==> src/rtl/mem_stage_pkg.sv <==
// Shared decode patterns, instruction bit positions and state encoding for the
// memory stage and its load-alignment helper.
package mem_stage_pkg;

  localparam int BIT_P = 24;
  localparam int BIT_U = 23;
  localparam int BIT_B = 22;
  localparam int BIT_W = 21;
  localparam int BIT_L = 20;

  localparam logic [31:0] DECODE_LDRSTR_MASK           = 32'h0C00_0000;
  localparam logic [31:0] DECODE_LDRSTR                = 32'h0400_0000;
  localparam logic [31:0] DECODE_LDRSTR_UNDEFINED_MASK = 32'h0600_0010;
  localparam logic [31:0] DECODE_LDRSTR_UNDEFINED      = 32'h0600_0010;

  typedef enum logic [1:0] {
    IDLE   = 2'd0,
    ACCESS = 2'd1,
    HOLD   = 2'd2
  } state_t;

  // A register-offset form with bit 4 set is an undefined encoding, not a transfer.
  function automatic logic isLdrStr(input logic [31:0] insn);
    return ((insn & DECODE_LDRSTR_MASK) == DECODE_LDRSTR) &&
           ((insn & DECODE_LDRSTR_UNDEFINED_MASK) != DECODE_LDRSTR_UNDEFINED);
  endfunction

endpackage

==> src/rtl/mem_stage_load_align.sv <==
// Load-data alignment: byte lane select with zero-extend, and word rotation
// for unaligned word loads when MEM_ROTATE_EN is defined.
module mem_load_align (
  input  logic [31:0] i_rdata,
  input  logic [1:0]  i_addrLo,
  input  logic        i_byte,
  output logic [31:0] o_data
);

  always_comb begin
    o_data = i_rdata;
    if (i_byte) begin
      case (i_addrLo)
        2'd0:    o_data = {24'h0, i_rdata[7:0]};
        2'd1:    o_data = {24'h0, i_rdata[15:8]};
        2'd2:    o_data = {24'h0, i_rdata[23:16]};
        default: o_data = {24'h0, i_rdata[31:24]};
      endcase
    end else begin
`ifdef MEM_ROTATE_EN
      case (i_addrLo)
        2'd0:    o_data = i_rdata;
        2'd1:    o_data = {i_rdata[7:0],  i_rdata[31:8]};
        2'd2:    o_data = {i_rdata[15:0], i_rdata[31:16]};
        default: o_data = {i_rdata[23:0], i_rdata[31:24]};
      endcase
`else
      o_data = i_rdata;
`endif
    end
  end

endmodule

==> src/rtl/mem_stage.sv <==
// Memory pipeline stage: LDR/STR (word/byte) over a req/ack bus, with
// pass-through of non-memory instructions. Optional macro: MEM_ROTATE_EN.
module mem_stage
  import mem_stage_pkg::*;
#(
  parameter int ADDR_W = 32
) (
  input  logic              clk,
  input  logic              Nrst,
  input  logic              stall,
  input  logic              flush,
  input  logic              inbubble,
  input  logic [31:0]       pc,
  input  logic [31:0]       insn,
  input  logic [31:0]       op0,
  input  logic [31:0]       op1,
  input  logic [31:0]       op2,
  input  logic              inwrite_reg,
  input  logic [3:0]        inwrite_num,
  input  logic [31:0]       inwrite_data,
  input  logic [31:0]       incpsr,
  output logic              outstall,
  output logic              outbubble,
  output logic [31:0]       outpc,
  output logic [31:0]       outinsn,
  output logic [31:0]       outcpsr,
  output logic              write_reg,
  output logic [3:0]        write_num,
  output logic [31:0]       write_data,
  output logic              base_reg,
  output logic [3:0]        base_num,
  output logic [31:0]       base_data,
  output logic              jmp,
  output logic [31:0]       jmppc,
  output logic              bus_req,
  output logic              bus_wr,
  output logic              bus_byte,
  output logic [ADDR_W-1:0] bus_addr,
  output logic [31:0]       bus_wdata,
  input  logic              bus_ack,
  input  logic [31:0]       bus_rdata
);

  state_t      r_state;
  logic [31:0] r_pc, r_insn, r_cpsr, r_offAddr, r_rdata;
  logic [1:0]  r_addrLo;
  logic        r_flushed;

  logic        w_memOp, w_emitNow, w_squash, w_isLoad, w_baseWb, w_outStall;
  logic [31:0] w_offAddr, w_addr, w_rawData, w_loadData;
  logic [3:0]  w_rd, w_rn;

  assign w_memOp   = !inbubble && isLdrStr(insn);
  assign w_offAddr = insn[BIT_U] ? (op0 + op1) : (op0 - op1);
  assign w_addr    = insn[BIT_P] ? w_offAddr : op0;

  assign w_rd      = r_insn[15:12];
  assign w_rn      = r_insn[19:16];
  assign w_isLoad  = r_insn[BIT_L];
  assign w_baseWb  = !r_insn[BIT_P] || r_insn[BIT_W];
  assign w_squash  = r_flushed || flush;
  assign w_emitNow = ((r_state == ACCESS) && bus_ack && !stall) ||
                     ((r_state == HOLD) && !stall);
  assign w_rawData = (r_state == HOLD) ? r_rdata : bus_rdata;

  mem_load_align u_align (
    .i_rdata  (w_rawData),
    .i_addrLo (r_addrLo),
    .i_byte   (r_insn[BIT_B]),
    .o_data   (w_loadData)
  );

  // Upstream holds while an access is pending; it releases in the cycle the result is emitted.
  always_comb begin
    w_outStall = 1'b0;
    case (r_state)
      IDLE:    w_outStall = w_memOp && !flush;
      ACCESS:  w_outStall = !(bus_ack && !stall);
      HOLD:    w_outStall = stall;
      default: w_outStall = 1'b0;
    endcase
  end

  assign outstall = w_outStall;

  always_ff @(posedge clk or negedge Nrst) begin
    if (!Nrst) begin
      r_state    <= IDLE;
      r_pc       <= '0;
      r_insn     <= '0;
      r_cpsr     <= '0;
      r_offAddr  <= '0;
      r_rdata    <= '0;
      r_addrLo   <= '0;
      r_flushed  <= 1'b0;
      outbubble  <= 1'b1;
      outpc      <= '0;
      outinsn    <= '0;
      outcpsr    <= '0;
      write_reg  <= 1'b0;
      write_num  <= '0;
      write_data <= '0;
      base_reg   <= 1'b0;
      base_num   <= '0;
      base_data  <= '0;
      jmp        <= 1'b0;
      jmppc      <= '0;
      bus_req    <= 1'b0;
      bus_wr     <= 1'b0;
      bus_byte   <= 1'b0;
      bus_addr   <= '0;
      bus_wdata  <= '0;
    end else begin
      case (r_state)
        IDLE: if (!stall) begin
          if (w_memOp && !flush) begin
            r_state   <= ACCESS;
            r_pc      <= pc;
            r_insn    <= insn;
            r_cpsr    <= incpsr;
            r_offAddr <= w_offAddr;
            r_addrLo  <= w_addr[1:0];
            r_flushed <= 1'b0;
            bus_req   <= 1'b1;
            bus_wr    <= !insn[BIT_L];
            bus_byte  <= insn[BIT_B];
            bus_addr  <= insn[BIT_B] ? w_addr : {w_addr[31:2], 2'b00};
            bus_wdata <= insn[BIT_B] ? {4{op2[7:0]}} : op2;
            outbubble <= 1'b1;
            write_reg <= 1'b0;
            base_reg  <= 1'b0;
            jmp       <= 1'b0;
          end else begin
            outbubble  <= inbubble || flush;
            outpc      <= pc;
            outinsn    <= insn;
            outcpsr    <= incpsr;
            write_reg  <= inwrite_reg;
            write_num  <= inwrite_num;
            write_data <= inwrite_data;
            base_reg   <= 1'b0;
            jmp        <= 1'b0;
          end
        end
        ACCESS: begin
          if (flush) r_flushed <= 1'b1;
          if (!stall) begin
            outbubble <= 1'b1;
            write_reg <= 1'b0;
            base_reg  <= 1'b0;
            jmp       <= 1'b0;
          end
          if (bus_ack) begin
            bus_req <= 1'b0;
            bus_wr  <= 1'b0;
            r_rdata <= bus_rdata;
            r_state <= stall ? HOLD : IDLE;
          end
        end
        HOLD: begin
          if (flush) r_flushed <= 1'b1;
          if (!stall) r_state <= IDLE;
        end
        default: r_state <= IDLE;
      endcase

      // A load result write to the base register takes priority over the writeback.
      if (w_emitNow) begin
        outbubble  <= w_squash;
        outpc      <= r_pc;
        outinsn    <= r_insn;
        outcpsr    <= r_cpsr;
        write_reg  <= w_isLoad && !w_squash && (w_rd != 4'd15);
        write_num  <= w_rd;
        write_data <= w_loadData;
        base_reg   <= !w_squash && w_baseWb && !(w_isLoad && (w_rn == w_rd));
        base_num   <= w_rn;
        base_data  <= r_offAddr;
        jmp        <= w_isLoad && !w_squash && (w_rd == 4'd15);
        jmppc      <= {w_loadData[31:2], 2'b00};
      end
    end
  end

endmodule

==> config.mk <==
export PLATFORM = sky130hd
export DESIGN_NAME = mem_stage
export DESIGN_NICKNAME = d
export VERILOG_FILES = /design/src/rtl/mem_stage_pkg.sv /design/src/rtl/mem_stage_load_align.sv /design/src/rtl/mem_stage.sv
export SDC_FILE = /design/constraint.sdc
export NUM_CORES = 1
export LEC_CHECK = 0
export CAP_MARGIN = 5
export CORE_ASPECT_RATIO = 1.2
export CORE_MARGIN = 5
export CORE_UTILIZATION = 50
export CTS_BUF_LIST = sky130_fd_sc_hd__clkbuf_16
export CTS_CLUSTER_SIZE = 24
export DETAILED_ROUTE_END_ITERATION = 8
export PLACE_DENSITY_LB_ADDON = 0.05
export SLEW_MARGIN = 20
export SYNTH_ARGS = -nofsm -noshare
export SYNTH_HDL_FRONTEND = slang
export SYNTH_HIERARCHICAL = 1
export SYNTH_SLANG_ARGS = --single-unit
==> constraint.sdc <==
create_clock -name clk -period 6.4 [get_ports clk]
set_input_delay 1.6 -clock clk [delete_from_list [all_inputs] [get_ports clk]]
set_output_delay 1.6 -clock clk [all_outputs]
set_load 0.02 [all_outputs]
# == Word-level counts from Yosys, hierarchy flattened ==
# Cells that the tools add are included.
# classes
n_bitwise,1
n_eq_ne,18
mux,58
n_reduce_logical,42
addsub,2
# op_table
operator,count
$mux 32,21
$add 32x32->32,1
$sub 32x32->32,1
$pmux 8 s3,1
$mux 1,19
$mux 4,4
$logic_and 1x1->1,13
$mux 2,6
$reduce_and 4->1,3
$ne 2x2->1 const B,5
$pmux 1 s2,5
$ne 3x3->1 const B,3
$reduce_and 3->1,3
$logic_not 1->1,8
$reduce_bool 2->1,4
$eq 2x1->1 const B,3
$pmux 2 s3,1
$eq 2x2->1 const B,2
$eq 4x4->1,1
$eq 4x4->1 const B,1
$logic_not 2->1,2
$logic_or 1x1->1,4
$ne 2x1->1 const B,2
$ne 4x4->1 const B,1
5 further kinds,7
# totals
output_inout_bits,272
regBits,434
input_bits,267
elab_cells,146

# == Depth between registers and ports, before layout ==
# Gate-level depths: netlist of the first run.
# logic_depth
depth_word,8
mapped_depth,18
mapped_depth_nobuf,18

# == By module ==
# The synthesis of the first run kept the hierarchy.
# modules_own_cells
mod,instances,area_per_inst_um2,cells_each,seq_area_each_um2
mem_stage,1,20547.2,2157,10836.6
mem_load_align,1,449.2,64,0.0

# == Worst setup path after synthesis of the first run ==
# No wires, ideal clock.
# synth_path
kind,input port to flip-flop
from,input port op1[5]
to,register r_offAddr[31]
path_slack_ns,1.403
path_buffers,0
arrival_ns,4.865
setup_time_ns,0.132
required_time_ns,6.268
cell_stages,17
path_cell_list,or3_4 nand2b_4 or3_4 nor4_4 nand2_2 nor4_4 a21oi_1 xor2_1 ha_1 a21o_1 a21o_1 a21o_1 o21ai_0 a21oi_1 nor4_1 xnor2_1 o21ai_1
# synth_between
elab_chain_cells,2
elab_cells_between_ends,3
classes_between,add/sub (2); mux (1)
# synth_lines
item,line,rtl
"start, declared",mem_stage.sv:16,"input logic [31:0] op1,"
$sub 32x32->32 or $add 32x32->32 (tied branches),mem_stage.sv:54,assign w_offAddr = insn[BIT_U] ? (op0 + op1) : (op0 - op1);
$mux 32 (*),mem_stage.sv:54,
"end signal, assigned",mem_stage.sv:121,r_offAddr <= w_offAddr;
"end, declared",mem_stage.sv:45,"logic [31:0] r_pc, r_insn, r_cpsr, r_offAddr, r_rdata;"
# Every way passes the cells marked *; elsewhere a longest branch is shown, timed or not.
# A chain may end at the register's enable or synchronous reset.

# == Final worst setup path of the first run ==
# layout_path
from,input port op1[3]
to,register r_offAddr[29]
# Same word-level chain as after synthesis.

==> flow_summary.yaml, run 1 <==
status:
  status: "completed"
finish:
  area_delta_synth_final_pct: 34.6
  fin_nets: 3002
  multiInputGateArea_um2: 9610
  final_cell_mix: "nand2_1, clkdlybuf4s50_1, dfrtp_1"
  num-fill-cells: 3372
  drive_gt1_frac: 0.0679
  ff_latch_area_um2: 10800
  final_common_cell: "nand2_1"
yosys:
  ys_types: 64
  synth_top_family_by_area: "simple AND/OR/NAND/NOR gates"
  ys.flop_type: "dfrtp_1"
  synthCells: 2221
  syn_area_per_cell_um2: 9.45
  synth_xor_area_frac: 0.0271
  ys_seq_area_frac: 0.516
  synthSimpleGateAreaFrac: 0.181
  async_flop_share: 1.00
  syn_area_um2: 21000
  yosys_warnings: 6
  synthAdderAreaFrac: 0.0266
  synth-seq-cells: 433
  synth-edff-count: 0
  synth-compound-area-share: 0.0943
  synth.mux.area_fraction: 0.127
power:
  p_per_area_nw_per_um2: 466
  p_leak_uw: 0.0129
  peakVddDrop_v: 0.000295
sta:
  max_slew.worst_pin.slew_ps: 988
  tns_ps: 0
  relSlewSlack: 0.342
  rsz0062_at_grt: "false"
  setup_viol: 0
  period_minus_slack_ps: 5280
  report.final.slew_viol_count: 0
  final.period_utilization: 0.825
  hold_ws_ps: 468
  clock.fmax_ghz: 0.189
  finClkSkew_ps: 11.8
  finalHoldViolCount: 0
setup_path:
  worstPathCellList: "clkdlybuf4s50_1 > or3_4 > nand2b_4 > or3_4 > nor2_1 > nor2_1 > xor2_1 > ha_1 > a2111oi_0 > o21ai_0 > a22oi_2 > nor2_1 > a31oi_1 > o21ai_0 > xnor2_1 > o21ai_0"
  cp-end-kind: "flop"
  reg2reg_to: "write_reg"
  cp_slowest_stage_delay_ps: 480
  regToRegSetupSlack_ps: 3160
  rr_startpoint: "r_state[1]"
  reg2reg_depth: 7
  cp-start-kind: "input pin"
  path_class: "in -> reg"
  crit_start: "op1[3]"
  path_depth: 16
  crit_end: "r_offAddr[29]"
  cp_max_fo: 7
  slowest_stage: "clkdlybuf4s50_1"
  required_ps: 6820
  crit_arrival_ps: 5700
  cp_num_buf_inv: 1
  critPathTopFamily: "compound AO/OA/AOI/OAI gates"
route:
  wl_um: 65800
  drt_iter0_markers: 1112
  wl_per_cell_um: 20.1
  final_antenna_net_count: 0
  vias_per_cell: 5.37
  drc: 0
  dr_total_vias: 17600
  first_pass_iters: 5
grt:
  grt_start_max_net_pins: 192
  grt_pass1_vias: 17900
  grt_pass1_wl_um: 100000
  overflow: 0
  antenna_found_initial: 6
  grt_usage: 0.273
die:
  die_h_um: 234
  num_io_pins: 539
  die_w_um: 197
  dieArea_um2: 46200
  coreArea_um2: 41700
  row_count: 82
  start_util: 0.504
cts:
  numCtsBuffers: 44
  htreeDepth: 2
  clockBufferDepth: 3
  cts_resized: 0
  postCtsSetupBuffers: 0
  clkSinkCount: 433
  insertion_delay_ps: 560
  clockRootBuffer: "clkbuf_16"
  cts_hold_buffers: 0
  cts_tree: "built"
  clk_pin_slew_worst_paths_ps: 70
placed_design:
  place.gp.congestion: 0.864
  port_buffers: 536
  hpwl_um: 47100
job:
  cap_violations: 0
hold_path:
  hold_path_class: "reg -> reg"
report_power, final:
part / internal, uW / switching, uW / total (uW)
logic: 2600 / 3150 / 5750
clock network: 1550 / 1110 / 2660
registers: 3990 / 771 / 4770
kinds of logic (layout without fill, tap and decap cells):
group | after synthesis | count (layout)
buf+inv | 146 | 650
mux | 257 | 257
fa+ha+maj | 44 | 44
compound gates | 359 | 359
simple gates | 916 | 916
flops | 433 | 433
other cells | 1 | 8
xor+xnor | 65 | 65
synth_stat cells (all sizes together) (6+ instances only):
| master | n | area (um^2) |
|---|---|---|
| a21o | 19 | 143 |
| a21oi | 112 | 561 |
| and2b | 8 | 60.1 |
| buf | 31 | 158 |
| clkbuf | 100 | 375 |
| dfrtp | 432 | 10800 |
| ha | 43 | 538 |
| inv | 15 | 56.3 |
| mux2 | 72 | 811 |
| mux2i | 185 | 1850 |
| nand2 | 705 | 2650 |
| nand2b | 7 | 58.8 |
| nand3 | 11 | 60.1 |
| nand4 | 6 | 37.5 |
| nor2 | 108 | 405 |
| nor2b | 19 | 119 |
| nor3 | 19 | 100 |
| nor3b | 10 | 75.1 |
| o21ai | 186 | 931 |
| o2bb2ai | 8 | 70.1 |
| or3 | 6 | 52.6 |
| xnor2 | 26 | 228 |
| xor2 | 39 | 342 |
worst register-to-register path, cell delays in order (launching register included):
cell and delay [ps]:
dfrtp_1 420, inv_1 110, ha_1 330, nand2_1 600, a21o_4 770, nor3_1 560, a32oi_1 180, a21oi_1 190
metrics by stage:
step           cell area (um^2)  worst slack (ps)   util  total power [uW]  std cells
6_report                  28300              1120  0.678             13200       3278
5_1_grt                   28300               830  0.678             13900       3276
4_1_cts                   28200              1150  0.678             13300       3272
3_5_place_dp              26800               570  0.642             10600       3191
3_3_place_gp              26800               613  0.642             10400       3191
2_1_floorplan             21000              1400      -              7830       2222
area by class of cell:
cell class	count	share of cell area
antenna	6	0.000531
clock inverter	35	0.0119
inverter	15	0.00199
clock buffer	46	0.0407
tap	546	0.0242
multi-input combinational	1643	0.340
sequential	433	0.383
timing repair buffer	554	0.197
worst min path at each step:
stage | endpoint | cells past startpoint | from | slack [ps]
after global routing | base_data[19] | 2 | r_offAddr[19] | 480
after CTS | base_data[19] | 2 | r_offAddr[19] | 470
after detailed placement | base_data[19] | 2 | r_offAddr[19] | 450
after floorplan | base_data[25] | 2 | r_offAddr[25] | 430
after global placement | base_data[11] | 2 | r_offAddr[11] | 450
final | base_data[22] | 2 | r_offAddr[22] | 470
per-layer routing:
metal | wire length, um | vias up | share of wire | global-route usage
met4 | 2620 | 2 | 0.040 | 0.108
met1 | 26300 | 8554 | 0.40 | 0.346
met2 | 32100 | 559 | 0.49 | 0.455
met5 | 13 | - | 0.00020 | 0
li1 | - | 8353 | - | -
met3 | 4750 | 124 | 0.072 | 0.0641
No activity file was read; power rests on OpenSTA's default activity.
==> run 2, diff against run 1 <==
- CORE_UTILIZATION: 50 -> 45
- clock period: 6.4 -> 4.3 ns (I/O delays scaled with it)
==> run 2 against run 1 <==
Against the previous run: non-clock buffer count up 153; worst setup slack worse by 1000 ps; cell area up 4.7%; core utilization decreased by 3.6 points; sequential share of layout area decreased by 1.7 points; via count increased by 2.3%; die area increased by 11%; clock power rose by 45%; cell count grew 6.9%; power grew 50%; critical path type is now in -> out; critical endpoint is now outstall; highest routed layer unchanged.
==> flow_summary.yaml, run 2 (synthesis gave the netlist of run 1 again) <==
die:
  die_h_um: 247
  coreArea_um2: 46100
  row_count: 86
  num_io_pins: 539
  die_w_um: 207
  start_util: 0.456
  dieArea_um2: 51100
setup_path:
  reg2reg_depth: 8
  required_ps: 3220
  critPathTopFamily: "buffers and inverters"
  path_class: "in -> out"
  regToRegSetupSlack_ps: 1610
  cp_slowest_stage_delay_ps: 700
  cp_num_buf_inv: 2
  cp-start-kind: "input pin"
  reg2reg_to: "write_data[31]"
  rr_startpoint: "r_state[0]"
  cp_max_fo: 3
  slowest_stage: "clkdlybuf4s50_1"
  worstPathCellList: "clkdlybuf4s50_1 > nor2_1 > and4b_1 > a222oi_1 > nor2_1 > clkdlybuf4s50_1"
  crit_arrival_ps: 3140
  cp-end-kind: "output port"
sta:
  rsz0062_at_grt: "true"
  finClkSkew_ps: 11.6
  max_slew.worst_pin.slew_ps: 873
  final.period_utilization: 0.979
  hold_ws_ps: 465
  report.final.slew_viol_count: 0
  period_minus_slack_ps: 4210
  finalHoldViolCount: 0
  setup_viol: 0
  relSlewSlack: 0.418
  clock.fmax_ghz: 0.237
finish:
  final_cell_mix: "nand2_1, clkdlybuf4s50_1, dfrtp_1"
  ff_latch_area_um2: 10800
  final_common_cell: "nand2_1"
  multiInputGateArea_um2: 9700
  area_delta_synth_final_pct: 40.9
  fin_nets: 3157
  fin_util: 0.642
  num-fill-cells: 3928
  drive_gt1_frac: 0.122
grt:
  grt_usage: 0.261
  grt_pass1_wl_um: 107000
  overflow: 0
  antenna_found_initial: 11
  grt_pass1_vias: 18700
  grt_start_max_net_pins: 120
power:
  peakVddDrop_v: 0.000450
  p_leak_uw: 0.0137
  p_per_area_nw_per_um2: 669
  power_uw: 19800
hold_path:
  hold_start: "r_offAddr[18]"
  hold_path_class: "reg -> reg"
  min_to: "base_data[18]"
  holdPathStages: 2
route:
  dr_total_vias: 18000
  final_antenna_net_count: 0
  wl_per_cell_um: 19.6
  wl_um: 68600
  drt_iter0_markers: 1017
  drc: 0
  first_pass_iters: 5
  vias_per_cell: 5.14
cts:
  numCtsBuffers: 46
  insertion_delay_ps: 570
  clkSinkCount: 433
  cts_tree: "built"
  clockBufferDepth: 3
  htreeDepth: 2
  clockRootBuffer: "clkbuf_16"
  clk_pin_slew_worst_paths_ps: 60
status:
  status: "completed"
placed_design:
  port_buffers: 536
  place.gp.congestion: 0.876
  hpwl_um: 50600
job:
  cap_violations: 0
## run 2: worst max-delay path by stage
stage,from,end,slack (ps),depth (start not counted)
6_report,flush,outstall,90,6
5_1_grt,op1[14],bus_addr[29],-40,19
4_1_cts,op1[7],r_offAddr[31],5,20
3_5_place_dp,op1[5],r_offAddr[31],-860,17
3_3_place_gp,op1[5],r_offAddr[31],-780,17
2_1_floorplan,op1[5],r_offAddr[31],-60,17
## run 2: where the power goes
part           switching (uW)  total (uW)  leakage [uW]  internal, uW
Sequential               1140        7090       0.00551          5950
Clock                    1630        3850      0.000744          2210
Combinational            4780        8870       0.00743          4080
## run 2: final cells by class
cell class | instances | area share
clock inverter | 34 | 0.00867
clock buffer | 47 | 0.0397
antenna | 9 | 0.000761
timing repair buffer | 707 | 0.229
tap | 616 | 0.0260
multi-input combinational | 1643 | 0.328
inverter | 15 | 0.00190
sequential | 433 | 0.366
## run 2: timing repair
action / 4_1_cts / 5_1_grt
gates resized for setup: 21 / 23
pin swaps: 16 / 21
hold buffers: 0 / 0
buffers inserted: 4 / 3
setup endpoints to repair: 27 / 20
## run 2: routing by layer
metal  vias up  track usage  routed length [um]
met5         -            0                  21
met4         4       0.0959                2530
met3       116       0.0623                3980
met2       516        0.441               33700
met1      8699        0.329               28400
li1       8660            -                   -
## run 2: per-stage QoR
step	area [um^2]	setup slack (ps)	std cells	TNS, ps
after detailed placement	28000	-863	3407	-24800
final	29600	89.4	3504	0
after global routing	29600	-43.1	3503	-190
after global placement	28000	-781	3407	-20580
after floorplan	21000	-55.6	2222	-106
after CTS	29500	4.79	3492	0
## run 2: worst min-delay path, stage by stage (launching register included)
cell and delay (ps):
dfrtp_1 340, nand2_1 50, nand2_1 50
==> run 3, diff against run 2 <==
- ABC_CLOCK_PERIOD_IN_PS: default -> 4300
- CORE_ASPECT_RATIO: 1.2 -> 0.9
==> run 3 against run 2 <==
Against the previous run: maximum frequency up 0.73%; critical path depth up 13; combinational power barely moved; via count up 0.90%; largest power group unchanged; clock skew about the same; flip-flop and latch count is the same; cell area up 0.35%; critical endpoint is now r_offAddr[31]; wire length increased by 0.28%; critical path type is now in -> reg; cell count increased by 0.14%.
==> flow_summary.yaml, run 3 (synthesis gave the netlist of run 1 again) <==
status:
  status: "completed"
setup_path:
  path_class: "in -> reg"
  required_ps: 4750
  cp_max_fo: 4
  reg2reg_depth: 7
  cp-start-kind: "input pin"
  crit_arrival_ps: 4630
  cp-end-kind: "flop"
cts:
  cts_hold_buffers: 0
  clockBufferDepth: 3
  numCtsBuffers: 47
  clkSinkCount: 433
  clk_pin_slew_worst_paths_ps: 60
  insertion_delay_ps: 590
  clockRootBuffer: "clkbuf_16"
  cts_tree: "built"
  htreeDepth: 2
sta:
  report.final.slew_viol_count: 0
  finClkSkew_ps: 11.5
  clock.fmax_ghz: 0.239
  finalHoldViolCount: 0
  setup_viol: 0
  relSlewSlack: 0.428
  rsz0062_at_grt: "true"
  period_minus_slack_ps: 4180
  max_slew.worst_pin.slew_ps: 858
  final.period_utilization: 0.972
  timing.final.ws_setup_ps: 120
finish:
  fin_util: 0.641
  area_delta_synth_final_pct: 41.4
  final_cell_count_no_fill: 3509
  final_cell_mix: "nand2_1, clkdlybuf4s50_1, dfrtp_1"
  num-fill-cells: 3833
  final_common_cell: "nand2_1"
  fin_nets: 3161
  drive_gt1_frac: 0.125
  fin_area_um2: 29700
placed_design:
  place_ws_ps: -815
  dpl.cell_count: 3403
  place_area_um2: 28000
  hpwl_um: 50700
  port_buffers: 536
  place.gp.congestion: 0.885
grt:
  antenna_found_initial: 11
  grt_pass1_wl_um: 106000
  overflow: 0
  grt_pass1_vias: 18500
  grt_usage: 0.261
  grt_start_max_net_pins: 158
power:
  p_leak_uw: 0.0138
  power_uw: 19900
  peakVddDrop_v: 0.000387
  p_per_area_nw_per_um2: 672
route:
  drc: 0
  top_layer: "met5"
  wl_met2_um: 32900
  final_antenna_net_count: 0
  dr_total_vias: 18200
  wl_um: 68800
  vias_per_cell: 5.17
  first_pass_iters: 6
  drt_iter0_markers: 1065
  wl_met3_um: 4030
  wl_met1_um: 29600
  wl_per_cell_um: 19.6
die:
  row_count: 75
  coreArea_um2: 46400
  start_util: 0.453
  dieArea_um2: 51100
  die_h_um: 215
  die_w_um: 238
  num_io_pins: 539
hold_path:
  hold_path_class: "reg -> reg"
  holdPathStages: 2
job:
  cap_violations: 0
[run 3: cell types whose count changed in the layout (fill, tap and decap cells not counted), moves of 3 or more]
cell,before,now
dlymetal6s2s_1,0,6
dlygate4sd2_1,4,0
clkinv_1,9,14
buf_4,160,164
inv_1,25,22
[run 3: timing repair]
item                                    in CTS  in global routing
gates resized for setup                     13                 42
pin swaps                                    9                 36
setup buffers                                3                 11
endpoints found under the setup margin      23                 31
[run 3: final cells by class]
class / instances / area [um^2] / area share
Tap cell: 616 / 771 / 0.0260
Antenna cell: 7 / 17.5 / 0.000590
Sequential cell: 433 / 10800 / 0.365
Inverter: 15 / 56.3 / 0.00190
Timing Repair Buffer: 710 / 6800 / 0.229
Multi-Input combinational cell: 1643 / 9730 / 0.328
Clock inverter: 37 / 285 / 0.00961
Clock buffer: 48 / 1200 / 0.0405
[run 3: layer usage]
layer / GRT usage / vias to the layer above
met3: 0.0564 / 120
li1: - / 8673
met1: 0.352 / 8848
met2: 0.423 / 508
met5: 0 / -
met4: 0.0839 / 8
[run 3: worst max-delay path: stages]
cell and delay (ps):
buf_6 90, or3_4 380, nand2b_4 150, or3_4 380
nor4_4 170, buf_4 180, nand2_4 70, nor4_4 250
a21oi_2 90, xor2_1 180, ha_1 320, a21o_1 190
a21o_1 150, a21o_1 170, o21ai_2 140, a21oi_2 70
nor4_2 270, xnor2_1 180, o21ai_1 110
[run 3: per-stage QoR]
stage               hold WS (ps)  TNS [ps]
finish                       461         0
global route                 487      -333
CTS                          465         0
detailed placement           450    -23590
global placement             448    -20850
floorplan                    435      -106
[run 3: report_power, final]
group	internal, uW	switching (uW)
registers	5950	1160
clock network	2260	1690
logic	4090	4790
[run 3: worst paths after layout]
check                               from        endpoint  slack (ps)
max                               op1[4]   r_offAddr[31]         120
min                        r_offAddr[13]   base_data[13]         460
max reg2reg                   r_state[0]  write_data[26]        1730
min reg2reg                r_offAddr[13]   base_data[13]         460
max in group asynchronous           Nrst       outpc[31]        2810
min in group asynchronous           Nrst  write_data[12]         490
==> variant 1, RTL diff (flow settings as in run 3) <==
Add a define of `MEM_ROTATE_EN`.
--- a/src/rtl/mem_stage_load_align.sv
+++ b/src/rtl/mem_stage_load_align.sv
@@ -1,5 +1,7 @@
 // Load-data alignment: byte lane select with zero-extend, and word rotation
 // for unaligned word loads when MEM_ROTATE_EN is defined.
+`define MEM_ROTATE_EN
+
 module mem_load_align (
   input  logic [31:0] i_rdata,
   input  logic [1:0]  i_addrLo,
Check against the original RTL: not settled (the Yosys comparison gave no result); the edit may change what the design does.
==> variant 1 against run 3 <==
- global-route usage up 1.4 points
- power rose by 1.6%
- synthesized area rose by 1.8%
- setup slack worse by 0.052 ns
- via count increased by 1.6%
- sequential cell count unchanged
- routed wire length rose by 6.8%
- die area increased by 1.7%
- largest cell class unchanged
- largest power group unchanged
- design area up 1.5%
==> variant 1: results (changes against run 3) <==
[run_status]
outcome = finished clean

[place]
place_ws_ns = -0.8088  ; +0.006616 ns
dp_hpwl_um = 55000  ; +8.6%
globalplace.congestion = 0.8973  ; +1.4%

[global_route]
antenna_found_initial = 14  ; +3
grt_pass1_wl_um = 112000  ; +5.5%
met1_usage = 0.3634  ; +0.01134
grt_max_degree = 92  ; -42%
globalRouteMet2Util = 0.4430  ; +0.02020
first_global_vias = 18787  ; +1.6%
grt_usage = 0.2745  ; +0.01368

[clock_network]
cts.htree.levels = 2  ; unchanged

[setup_path]
rrSetupSlack_ns = 1.55  ; -0.18 ns
worstPathArrival_ns = 4.71  ; +0.08 ns
r2r_cells = 8  ; +1
endpoint = bus_addr[29]
worstReg2RegEnd = write_data[2]
startpoint = op1[3]
slowest_delay_ns = 0.36  ; -0.02 ns
crit_slowest_cell = ha_1

[pwr]
vdd_drop_max_v = 0.0003581  ; -7.4%
power.leakage_nw = 13.91  ; +1.1%

[yosys]
synth_area_leaders = dfrtp_1, nand2_1, mux2i_1
async_reset_ff_frac = 1.000  ; unchanged
synth-seq-area-share = 0.5069  ; -0.009213
synth_cell_type_count = 78  ; +22%
ys_top_cells_by_count = nand2_1, dfrtp_1, mux2i_1, o21ai_0, a21oi_1

[routing]
firstDrtPassIters = 5  ; -1
wl_um = 73430  ; +6.8%
vias = 18440  ; +1.6%
drtIter0Drc = 1357  ; +27%

[timing]
finalClockSkew_ns = 0.01810  ; +0.006625 ns
max_slew_margin = 0.3364  ; -0.09174

[finish]
layout.nets = 3183  ; +0.70%
drive_gt1_frac = 0.1362  ; +0.01109

==> variant 1: changes by cell type in the layout (fill, tap and decap cells not counted), moves of 8 or more <==
cell,delta
a21oi_1,-15
buf_4,+16
mux2i_1,+38
nor2_1,-29
nor2b_1,-14
o22ai_1,+20
o2bb2ai_1,-8
==> variant 1: metrics by stage <==
stage	instance area (sq um)	setup TNS, ns	util	instances
global placement	28470	-20.68	0.6081	3431
detailed placement	28470	-21.73	0.6081	3431
CTS	29950	0	0.6395	3519
finish	30140	0	0.6437	3535
floorplan	21430	-0.01056	-	2231
global route	30130	-0.03785	0.6435	3531
==> variant 1: report_power, final <==
group	switching [mW]	internal [mW]	total [mW]	leakage, nW
Sequential	1.22	5.94	7.16	5.51
Clock	1.74	2.07	3.81	0.743
Combinational	5.03	4.26	9.29	7.66
Total	7.99	12.3	20.3	13.9
==> variant 1: cells by family (layout without fill, tap and decap cells) <==
group                    after synthesis  after routing  synth area share
buffers and inverters                154            831           0.03354
multiplexers                         299            299            0.1444
other                                  1             13         0.0001754
flip-flops                           433            433            0.5069
AND/OR/NAND/NOR                      871            871            0.1634
AO/OA/AOI/OAI                        363            363           0.09844
XOR/XNOR                              65             65           0.02698
adder cells (fa/ha/maj)               44             44           0.02610
==> variant 1: worst min-delay path by stage <==
stage                       start            end  slack [ns]  cells after the start
detailed placement  r_offAddr[28]  base_data[28]        0.45                      2
finish              r_offAddr[22]  r_offAddr[22]        0.47                      2
global route             r_pc[28]       r_pc[28]        0.49                      2
floorplan           r_offAddr[15]  base_data[15]        0.43                      2
CTS                 r_offAddr[22]  r_offAddr[22]        0.47                      2
global placement    r_offAddr[19]  base_data[19]        0.45                      2
==> variant 1: worst register-to-register path: cells and delay by family, from the launching register on <==
family          cells  cell delay, ns
compound gates      2            0.85
fa+ha+maj           1            0.18
buf+inv             4            1.03
flops               1            0.42
simple gates        1            0.18
==> variant 1: layer usage <==
metal  up-vias  routed length, um
met3       104               5216
met4         8               2118
li1       8806                  -
met1      9028              31440
met5         -                 48
met2       494              34610
==> variant 1: cell type report <==
class,instances,area (sq um)
Antenna cell,11,27.53
Clock buffer,47,1176
Clock inverter,38,246.5
Fill cell,3954,16680
Inverter,18,67.56
Multi-Input combinational cell,1644,10070
Sequential cell,433,10840
Tap cell,616,770.7
Timing Repair Buffer,728,6949
==> variant 1: what timing repair did <==
item / in CTS / in global routing
buffers inserted: 3 / 6
hold endpoints to repair: 0 / 0
pin swaps: 11 / 20
gates resized for setup: 10 / 29
setup endpoints to repair: 13 / 29
==> variant 2, RTL diff (settings of run 3) <==
Made on the original files. Make the reset (`Nrst`) synchronous in one clocked block.
--- a/src/rtl/mem_stage.sv
+++ b/src/rtl/mem_stage.sv
@@ -83,7 +83,7 @@
 
   assign outstall = w_outStall;
 
-  always_ff @(posedge clk or negedge Nrst) begin
+  always_ff @(posedge clk) begin
     if (!Nrst) begin
       r_state    <= IDLE;
       r_pc       <= '0;
Function: not settled (the Yosys comparison gave no result); the edit may change what the design does.
==> variant 2 against run 3 <==
- sequential share of layout area down 5.7 points
- setup slack worse by 0.033 ns
- sequential cell count unchanged
- synthesized area down 5.7%
- via count up 11%
- first-iteration DRC count up 35%
- routed wire length up 3.5%
- count of clock-buffer cells in the layout down 1
- design area down 5.1%
- critical endpoint is now r_offAddr[31]
- highest routed layer unchanged
Power is not compared: it rests on default switching activity, and its combinational part moved more than twofold at a synthesized area within 25%.
==> variant 2: results (changes against run 3) <==
[die]
taps = 555  ; -9.9%

[finish]
buffers_excl_clock = 702  ; -1.1%
multi_input_area_sq_um = 10640  ; +9.4%
final-clk-cell-share = 0.04729  ; -0.002767
seq_area_frac = 0.3076  ; -0.05731
nClkBuffers = 47  ; -2.1%
dominant_cells = multi-input combinational cells
fill_cells = 3724  ; -2.8%
buf_share = 0.2396  ; +0.01068
drive_gt1_frac = 0.1051  ; -0.01996
fin_util = 0.6516  ; +0.01108

[yosys]
synth-seq-area-share = 0.4379  ; -0.07822
ys_top_cells_by_count = nand2_1, dfxtp_1, a21oi_1, nor2_1, clkbuf_1
syn_inst = 2520  ; +13%
synth_area_leaders = dfxtp_1, nand2_1, a21oi_1
synthAdderAreaFrac = 0.02819  ; +0.001613
synthMuxAreaShare = 0.04905  ; -0.07776

[setup_path]
crit_slowest_cell = clkdlybuf4s50_1
slowest_delay_ns = 0.46  ; +0.08 ns
worstPathArrival_ns = 4.66  ; +0.03 ns

[place]
place_ws_ns = -0.9994  ; -0.1840 ns
globalplace.congestion = 0.9120  ; +3.1%
dp.cells = 3577  ; +5.1%

[routing]
vias = 20103  ; +11%
wl_um = 71200  ; +3.5%
wl_met3_um = 4927  ; +22%
wl_met2_um = 32100  ; -2.6%

[timing]
max_slew_margin = 0.4269  ; -0.001209
finalClockSkew_ns = 0.01843  ; +0.006957 ns

[run_status]
outcome = finished clean

[global_route]
first_global_vias = 19143  ; +3.5%

variant 2: where the power goes:
part | internal (mW) | switching [mW] | total [mW]
registers | 4.25 | 0.144 | 4.39
logic | 1.25 | 1.50 | 2.75
clock network | 2.02 | 1.61 | 3.64
total | 7.53 | 3.25 | 10.8
variant 2: final timing paths:
kind | startpoint | endpoint | slack (ns) | cells after the start
max | op1[9] | r_offAddr[31] | 0.09 | 19
min | r_offAddr[10] | base_data[10] | 0.45 | 2
max reg2reg | r_state[1] | outcpsr[1] | 1.61 | 10
min reg2reg | r_offAddr[10] | base_data[10] | 0.45 | 2
variant 2: per-layer routing:
layer  vias up  global-route usage
met1      9452              0.3671
met3       160             0.06583
met5         -                   0
met2       687              0.4381
met4         4              0.1258
li1       9800                   -
variant 2: what timing repair did:
item | CTS | global route
resized for setup | 26 | 56
pin swaps | 14 | 32
setup endpoints to repair | 10 | 31
buffers inserted | 3 | 3
